File: config.mk
export PLATFORM = sky130hd
export DESIGN_NAME = mem_access_unit
export DESIGN_NICKNAME = d
export VERILOG_FILES = /design/src/rtl/mem_access_pkg.sv /design/src/rtl/mem_lane_merge.sv /design/src/rtl/mem_access_unit.sv
export SDC_FILE = /design/constraint.sdc
export NUM_CORES = 1
export LEC_CHECK = 0
export ABC_AREA = 1
export CAP_MARGIN = 40
export CORE_UTILIZATION = 40
export DETAILED_ROUTE_END_ITERATION = 8
export PLACE_DENSITY = 0.68
export SKIP_CTS_REPAIR_TIMING = 1
export SLEW_MARGIN = 25
export SYNTH_ARGS = -nofsm -noshare
export SYNTH_HDL_FRONTEND = slang
export SYNTH_HIERARCHICAL = 1
export SYNTH_SLANG_ARGS = --single-unit
File: constraint.sdc
create_clock -name clk -period 4.6 [get_ports clk]
set_input_delay 1.15 -clock clk [delete_from_list [all_inputs] [get_ports clk]]
set_output_delay 1.15 -clock clk [all_outputs]
set_load 0.01 [all_outputs]
File: src/rtl/mem_access_pkg.sv
// rtl/mem_access_pkg.sv - shared FSM state, funct3 size codes and size-class helpers for mem_access_unit
package mem_access_pkg;

  typedef enum logic [1:0] {IDLE, RD, WR, DONE} state_t;

  localparam logic [2:0] SZ_B  = 3'b000;
  localparam logic [2:0] SZ_H  = 3'b001;
  localparam logic [2:0] SZ_W  = 3'b010;
  localparam logic [2:0] SZ_BU = 3'b100;
  localparam logic [2:0] SZ_HU = 3'b101;

  function automatic logic is_byte(input logic [2:0] sz);
    return (sz == SZ_B) || (sz == SZ_BU);
  endfunction

  function automatic logic is_half(input logic [2:0] sz);
    return (sz == SZ_H) || (sz == SZ_HU);
  endfunction

  // Anything that is not a byte or halfword, including undefined codes, acts as a word.
  function automatic logic is_word(input logic [2:0] sz);
    return !is_byte(sz) && !is_half(sz);
  endfunction

endpackage

File: src/rtl/mem_lane_merge.sv
// rtl/mem_lane_merge.sv - combinational byte-lane store merge and load extract/extend
module mem_lane_merge
  import mem_access_pkg::*;
(
  input  logic [31:0] i_word_q,
  input  logic [31:0] i_wdata,
  input  logic [2:0]  i_size,
  input  logic [1:0]  i_addr_lo,
  input  logic [31:0] i_mem_word,
  output logic [31:0] o_merged,
  output logic [31:0] o_rdata
);

  logic [7:0]  w_byte;
  logic [15:0] w_half;

  always_comb begin
    o_merged = i_word_q;
    if (is_byte(i_size)) begin
      case (i_addr_lo)
        2'd0:    o_merged[7:0]   = i_wdata[7:0];
        2'd1:    o_merged[15:8]  = i_wdata[7:0];
        2'd2:    o_merged[23:16] = i_wdata[7:0];
        default: o_merged[31:24] = i_wdata[7:0];
      endcase
    end else if (is_half(i_size)) begin
      if (i_addr_lo[1]) o_merged[31:16] = i_wdata[15:0];
      else              o_merged[15:0]  = i_wdata[15:0];
    end else begin
      o_merged = i_wdata;
    end
  end

  always_comb begin
    case (i_addr_lo)
      2'd0:    w_byte = i_mem_word[7:0];
      2'd1:    w_byte = i_mem_word[15:8];
      2'd2:    w_byte = i_mem_word[23:16];
      default: w_byte = i_mem_word[31:24];
    endcase
    w_half = i_addr_lo[1] ? i_mem_word[31:16] : i_mem_word[15:0];
    case (i_size)
      SZ_B:    o_rdata = {{24{w_byte[7]}}, w_byte};
      SZ_BU:   o_rdata = {24'b0, w_byte};
      SZ_H:    o_rdata = {{16{w_half[15]}}, w_half};
      SZ_HU:   o_rdata = {16'b0, w_half};
      default: o_rdata = i_mem_word;
    endcase
  end

endmodule

File: src/rtl/mem_access_unit.sv
// rtl/mem_access_unit.sv - core-side load/store initiator for the word RAM; MISALIGN_TRAP_EN adds a misaligned trap output
module mem_access_unit
  import mem_access_pkg::*;
#(
  parameter int ADDR_W = 32,
  parameter int DATA_W = 32
) (
  input  logic              clk,
  input  logic              nRst,
  input  logic              req_read,
  input  logic              req_write,
  input  logic [2:0]        req_size,
  input  logic [ADDR_W-1:0] req_addr,
  input  logic [DATA_W-1:0] req_wdata,
  output logic              stall,
  output logic              done,
  output logic [DATA_W-1:0] rdata,
  output logic [ADDR_W-1:0] mem_addr,
  output logic              mem_we,
  output logic [DATA_W-1:0] mem_wdata,
  input  logic [DATA_W-1:0] mem_rdata,
  input  logic              mem_busy
`ifdef MISALIGN_TRAP_EN
  ,
  output logic              misaligned
`endif
);

  state_t            r_state, w_next;
  logic [ADDR_W-1:0] r_addr;
  logic [2:0]        r_size;
  logic [DATA_W-1:0] r_wdata;
  logic              r_is_write;
  logic [DATA_W-1:0] r_word;
  logic [DATA_W-1:0] r_rdata;
  logic [DATA_W-1:0] w_merged;
  logic [DATA_W-1:0] w_extract;
  logic              w_req;
  logic              w_mis;

  assign w_req    = req_read | req_write;
  assign mem_addr = {r_addr[ADDR_W-1:2], 2'b00};
  assign rdata    = r_rdata;

`ifdef MISALIGN_TRAP_EN
  logic r_mis;
  assign w_mis = (is_half(req_size) && req_addr[0]) ||
                 (is_word(req_size) && (req_addr[1:0] != 2'b00));
  assign misaligned = (r_state == DONE) && r_mis;

  always_ff @(posedge clk or negedge nRst) begin
    if (!nRst)                          r_mis <= 1'b0;
    else if (r_state == IDLE && w_req)  r_mis <= w_mis;
    else if (r_state == DONE)           r_mis <= 1'b0;
  end
`else
  assign w_mis = 1'b0;
`endif

  mem_lane_merge u_lane (
    .i_word_q   (r_word),
    .i_wdata    (r_wdata),
    .i_size     (r_size),
    .i_addr_lo  (r_addr[1:0]),
    .i_mem_word (mem_rdata),
    .o_merged   (w_merged),
    .o_rdata    (w_extract)
  );

  always_ff @(posedge clk or negedge nRst) begin
    if (!nRst) r_state <= IDLE;
    else       r_state <= w_next;
  end

  always_comb begin
    w_next    = r_state;
    stall     = 1'b0;
    done      = 1'b0;
    mem_we    = 1'b0;
    mem_wdata = '0;
    case (r_state)
      IDLE: begin
        if (w_req) begin
          stall = 1'b1;
          if (w_mis)                               w_next = DONE;
          else if (req_write && is_word(req_size)) w_next = WR;
          else                                     w_next = RD;
        end
      end
      RD: begin
        stall = 1'b1;
        if (!mem_busy) w_next = r_is_write ? WR : DONE;
      end
      WR: begin
        stall     = 1'b1;
        mem_we    = 1'b1;
        mem_wdata = w_merged;
        if (!mem_busy) w_next = DONE;
      end
      DONE: begin
        done   = 1'b1;
        w_next = IDLE;
      end
      default: w_next = IDLE;
    endcase
  end

  // Write wins when both request lines are high, so is_write just follows req_write.
  always_ff @(posedge clk or negedge nRst) begin
    if (!nRst) begin
      r_addr     <= '0;
      r_size     <= '0;
      r_wdata    <= '0;
      r_is_write <= 1'b0;
      r_word     <= '0;
      r_rdata    <= '0;
    end else begin
      case (r_state)
        IDLE: begin
          if (w_req) begin
            r_addr     <= req_addr;
            r_size     <= req_size;
            r_wdata    <= req_wdata;
            r_is_write <= req_write;
            if (w_mis) r_rdata <= '0;
          end
        end
        RD: begin
          if (!mem_busy) begin
            r_word <= mem_rdata;
            if (!r_is_write) r_rdata <= w_extract;
          end
        end
        default: ;
      endcase
    end
  end

endmodule

# Word-level counts from Yosys, hierarchy flattened
# Index checks and enable logic that the tools add are counted.
# word_totals
ff_bits	134
output_inout_bits	99
elab_cells	64
# classes
eq_ne	14
muxes	22
n_bitwise	3
reduce_logical	18
# op_table
operator	n
32-bit case mux with 4 select lines	1
32-bit two-way mux	3
16-bit two-way mux	3
8-bit two-way mux	4
8-bit case mux with 3 select lines	1
3-bit equality test, second input constant	4
2-bit two-way mux	4
2-bit case mux with 4 select lines	1
2-bit equality test, second input constant	3
3-bit by 1-bit equality test with 1-bit output, second input constant	2
3-bit zero test	2
2-bit inequality test, second input constant	3
3-bit AND reduction	2
2-bit by 1-bit equality test with 1-bit output, second input constant	2
2-bit zero test	2
1-bit logical OR	4
1-bit two-way mux	4
2-bit AND reduction	2
3-bit OR reduction	1
1-bit logical AND	2
1-bit zero test	2
1-bit inverter	2
1-bit case mux with 2 select lines	1
2-bit OR reduction	1
1-bit OR	1

# Logic depth before layout (Yosys ltp)
# depth
ltp_word	8
depth_mapped	10
depth_no_buf	8

# Modules after synthesis
# The synthesis kept the hierarchy.
# by_module_without_submodules
module	n_inst	cells_each	area_each_um2	seq_area_each_um2
mem_access_unit	1	694	5768.0	3353.2
mem_lane_merge	1	419	1968.1	0.0

# Worst setup path before layout
# Ideal clock, no wire load.
# synth_path
path_kind	input to output
startpoint	input req_write
endpoint	output stall
arrival_time_ps	1720
path_slack_ps	1730
stages	5
n_path_buf	1
cell_sequence	o21ai_2 > inv_2 > buf_2 > nor2_1 > nor2_1
# synth_via
elab_chain_len	3
# synth_rtl
element	line	text
start, declared	mem_access_unit.sv:11	input logic req_write,
1-bit OR	mem_access_unit.sv:41	assign w_req = req_read | req_write;
1-bit two-way mux	mem_access_unit.sv:83	if (w_req) begin
1-bit case mux with 2 select lines	mem_access_unit.sv:81	case (r_state)
end, declared	mem_access_unit.sv:15	output logic stall,
# Every way passes these cells.

# Worst setup path after layout
# layout_path
startpoint	register r_addr[1]
endpoint	output mem_wdata[4]
# layout_via
elab_chain_len	4
# layout_rtl
element	line	text
start, declared	mem_access_unit.sv:30	logic [ADDR_W-1:0] r_addr;
start signal, assigned	mem_access_unit.sv:121	r_addr <= req_addr;
16-bit two-way mux or 2-bit zero test (tied branches)	mem_lane_merge.sv:27, mem_lane_merge.sv:20	
32-bit two-way mux or 8-bit two-way mux (tied branches)	mem_lane_merge.sv:26, mem_lane_merge.sv:20	
32-bit two-way mux *	mem_lane_merge.sv:19	if (is_byte(i_size)) begin
net w_merged[4]	mem_access_unit.sv:36	logic [DATA_W-1:0] w_merged;
32-bit two-way mux *	mem_access_unit.sv:81	
end, declared	mem_access_unit.sv:20	output logic [DATA_W-1:0] mem_wdata,
# Mark *: on every way through the listed nets, which the timed path passes. The rest lies on a longest branch.

==> flow_metrics.py <==
metrics = {
    "timing": {
        "hold_viol": 0,
        "fin_setup_tns_ns": 0,
        "finalClockSkew_ns": 0.00497,
        "rsz0062_at_grt": "false",
        "drv_slew": 0,
        "min_period_ns": 3.98,
        "max_freq_mhz": 251,
        "setup_viol": 0,
        "final.period_utilization_pct": 86.5,
        "max_slew.worst_pin.slew_ns": 0.753,
        "max-slew-margin-rel_pct": 49.7,
    },
    "hold_path": {
        "min_path_type": "reg2reg",
        "holdPathEnd": "r_wdata[27]",
        "min-delay-start": "r_wdata[27]",
        "min_path_cells": 2,
    },
    "detailed_routing": {
        "initialDrtViolationCount": 681,
        "drc": 0,
        "drtPass1Iterations": 5,
        "routed_wl_mm": 23.6,
        "via_per_inst": 4.93,
        "antenna_left": 0,
        "wl_per_cell_um": 15.5,
        "dr_total_vias": 7524,
    },
    "global_route": {
        "track_usage_pct": 24.6,
        "grt_pass1_wl_mm": 37.8,
        "grt_antenna_before_repair": 0,
        "overflow": 0,
        "grt_pass1_vias": 6937,
        "grt_max_degree": 69,
    },
    "finish": {
        "final_cell_mix": "nand2_1 (486), clkdlybuf4s50_1 (199), dfrtp_1 (134)",
        "final_nets": 1365,
        "finalInstanceArea_sq_mm": 0.0104,
        "antenna_cells": 0,
        "drive_gt1_share_pct": 5.29,
        "final_common_cell": "nand2_1",
        "area_growth_pct": 33.9,
        "post-route-util_pct": 55.0,
    },
    "outcome": {
        "status": "finished, final reports clean",
    },
    "synth": {
        "syn_inst": 1113,
        "ys_types": 27,
        "synth_warnings": 6,
        "synth_area_leaders": "dfrtp_1 (43%), nand2_1 (24%), inv_1 (5.6%)",
        "avgSynthCellArea_sq_um": 6.95,
        "yosysTopAreaCell": "dfrtp_1",
        "ys_ff_latch": 134,
        "seq_area_frac_synth_pct": 43.3,
        "synth_top_cell_area_share_pct": 43.3,
        "netlist_area_sq_mm": 0.00774,
    },
    "pwr": {
        "pwr_density_cell_mw_per_mm2": 716,
        "vdd_drop_max_mv": 0.875,
        "p_leak_nw": 5.41,
        "total_power_mw": 7.42,
    },
    "clock_network": {
        "max-clock-path-buffers": 2,
        "clkTransAtPathRegs_ns": 0.06,
        "htreeDepth": 4,
        "clock_sinks": 134,
        "clock_latency_ns": 0.42,
        "cts_tree": "yes",
        "numCtsBuffers": 17,
        "cts_root_buffer": "clkbuf_16",
    },
    "floorplanning": {
        "floorplan.initialDensity_pct": 41.1,
        "row_count": 50,
        "floorplan.core_area_sq_mm": 0.0188,
        "io_pins": 203,
        "design.die.area_sq_mm": 0.0199,
        "die-width_um": 141,
        "die_y_um": 141,
    },
    "worst_setup_path": {
        "crit_required_ns": 3.45,
        "r2r_slack_ns": 1.84,
        "r2r_cells": 8,
        "cp-end-kind": "primary output",
        "cp-start-kind": "flop",
        "reg2reg_from": "r_addr[1]",
        "timing.rr.end": "rdata[31]",
        "critPathMaxFanout": 20,
        "arrival_ns": 2.83,
        "worstSetupPathType": "reg2out",
    },
    "placed_design": {
        "dpl_cell_area_sq_mm": 0.00969,
        "dp_hpwl_mm": 16.6,
        "gp_congestion": 0.892,
        "port_buffers": 200,
    },
    "flow_run": {
        "maxCapViolCount": 0,
    },
}
==> worst max-delay path by stage <==
| stage | startpoint | to | slack, ns | cells past startpoint |
|---|---|---|---|---|
| global placement | req_write | stall | 0.96 | 6 |
| detailed placement | req_write | stall | 0.93 | 6 |
| finish | r_addr[1] | mem_wdata[4] | 0.62 | 8 |
| global route | r_addr[1] | mem_wdata[2] | 0.38 | 7 |
| CTS | r_addr[1] | mem_wdata[1] | 0.62 | 7 |
| floorplan | req_write | stall | 1.73 | 5 |
==> synthesized netlist by cell type <==
master     instances
o22ai_1            1
nand2_1          486
nand2_2            1
nand3_2            3
nor2_2             2
conb_1             1
a21boi_1           8
o2111ai_1          8
inv_1            115
inv_2              6
clkbuf_1          34
o21ai_1           27
buf_1              1
nor2_4             1
or2_1              1
ha_1               7
o211ai_1          22
a21oi_1           19
nand2_4            1
buf_4             43
dfrtp_1          134
buf_6              1
nand3_1           83
buf_2             19
o21ai_2            2
o21ai_0           67
nor2_1            20
==> metrics by stage <==
| stage | setup WS [ns] | hold WS (ns) | instances |
|---|---|---|---|
| 2_1_floorplan | 1.73 | 0.442 | 1114 |
| 3_5_place_dp | 0.927 | 0.464 | 1495 |
| 3_3_place_gp | 0.956 | 0.458 | 1493 |
| 6_report | 0.622 | 0.476 | 1527 |
| 4_1_cts | 0.624 | 0.481 | 1527 |
| 5_1_grt | 0.382 | 0.487 | 1527 |
==> registers in the layout (all words and copies together) (netlist names) <==
name	flops
r_size	3
r_addr	32
r_word	32
r_state	2
r_is_write	1
r_wdata	32
rdata	32
==> power breakdown <==
group	leakage (nW)	switching, mW	internal, mW
Clock	0.323	0.520	1.03
Combinational	3.41	2.17	1.53
Sequential	1.67	0.432	1.73
Total	5.41	3.13	4.29
==> worst max-delay path, stage by stage (launching register included) <==
cell             delay (ns)
dfrtp_1                0.58
buf_4                  0.29
nor2_2                 0.60
a21oi_1                0.16
o21ai_0                0.12
o21ai_1                0.09
nand2_1                0.06
inv_1                  0.04
clkdlybuf4s50_1        0.46
==> cell families after synthesis <==
| group | count (synthesis) | synth area share (%) |
|---|---|---|
| compound gates | 154 | 11.4 |
| buf+inv | 219 | 13.1 |
| other cells | 1 | 0.0485 |
| simple gates | 598 | 30.9 |
| fa+ha+maj | 7 | 1.13 |
| flops | 134 | 43.3 |
==> per-layer routing <==
layer | vias to the layer above | track usage (%) | part of all wire (%)
li1 | 3714 | - | -
met1 | 3407 | 33.8 | 45
met2 | 356 | 37.2 | 44
met3 | 47 | 6.25 | 8.7
met4 | 0 | 8.98 | 2.6
met5 | - | 0 | 0
==> final cells by class <==
class / count / area (sq um)
Clock buffer: 19 / 443
Clock inverter: 13 / 228
Fill cell: 1847 / 8470
Inverter: 121 / 454
Multi-Input combinational cell: 761 / 3380
Sequential cell: 134 / 3350
Tap cell: 260 / 325
Timing Repair Buffer: 219 / 2170
(Power assumes the default switching activity.)
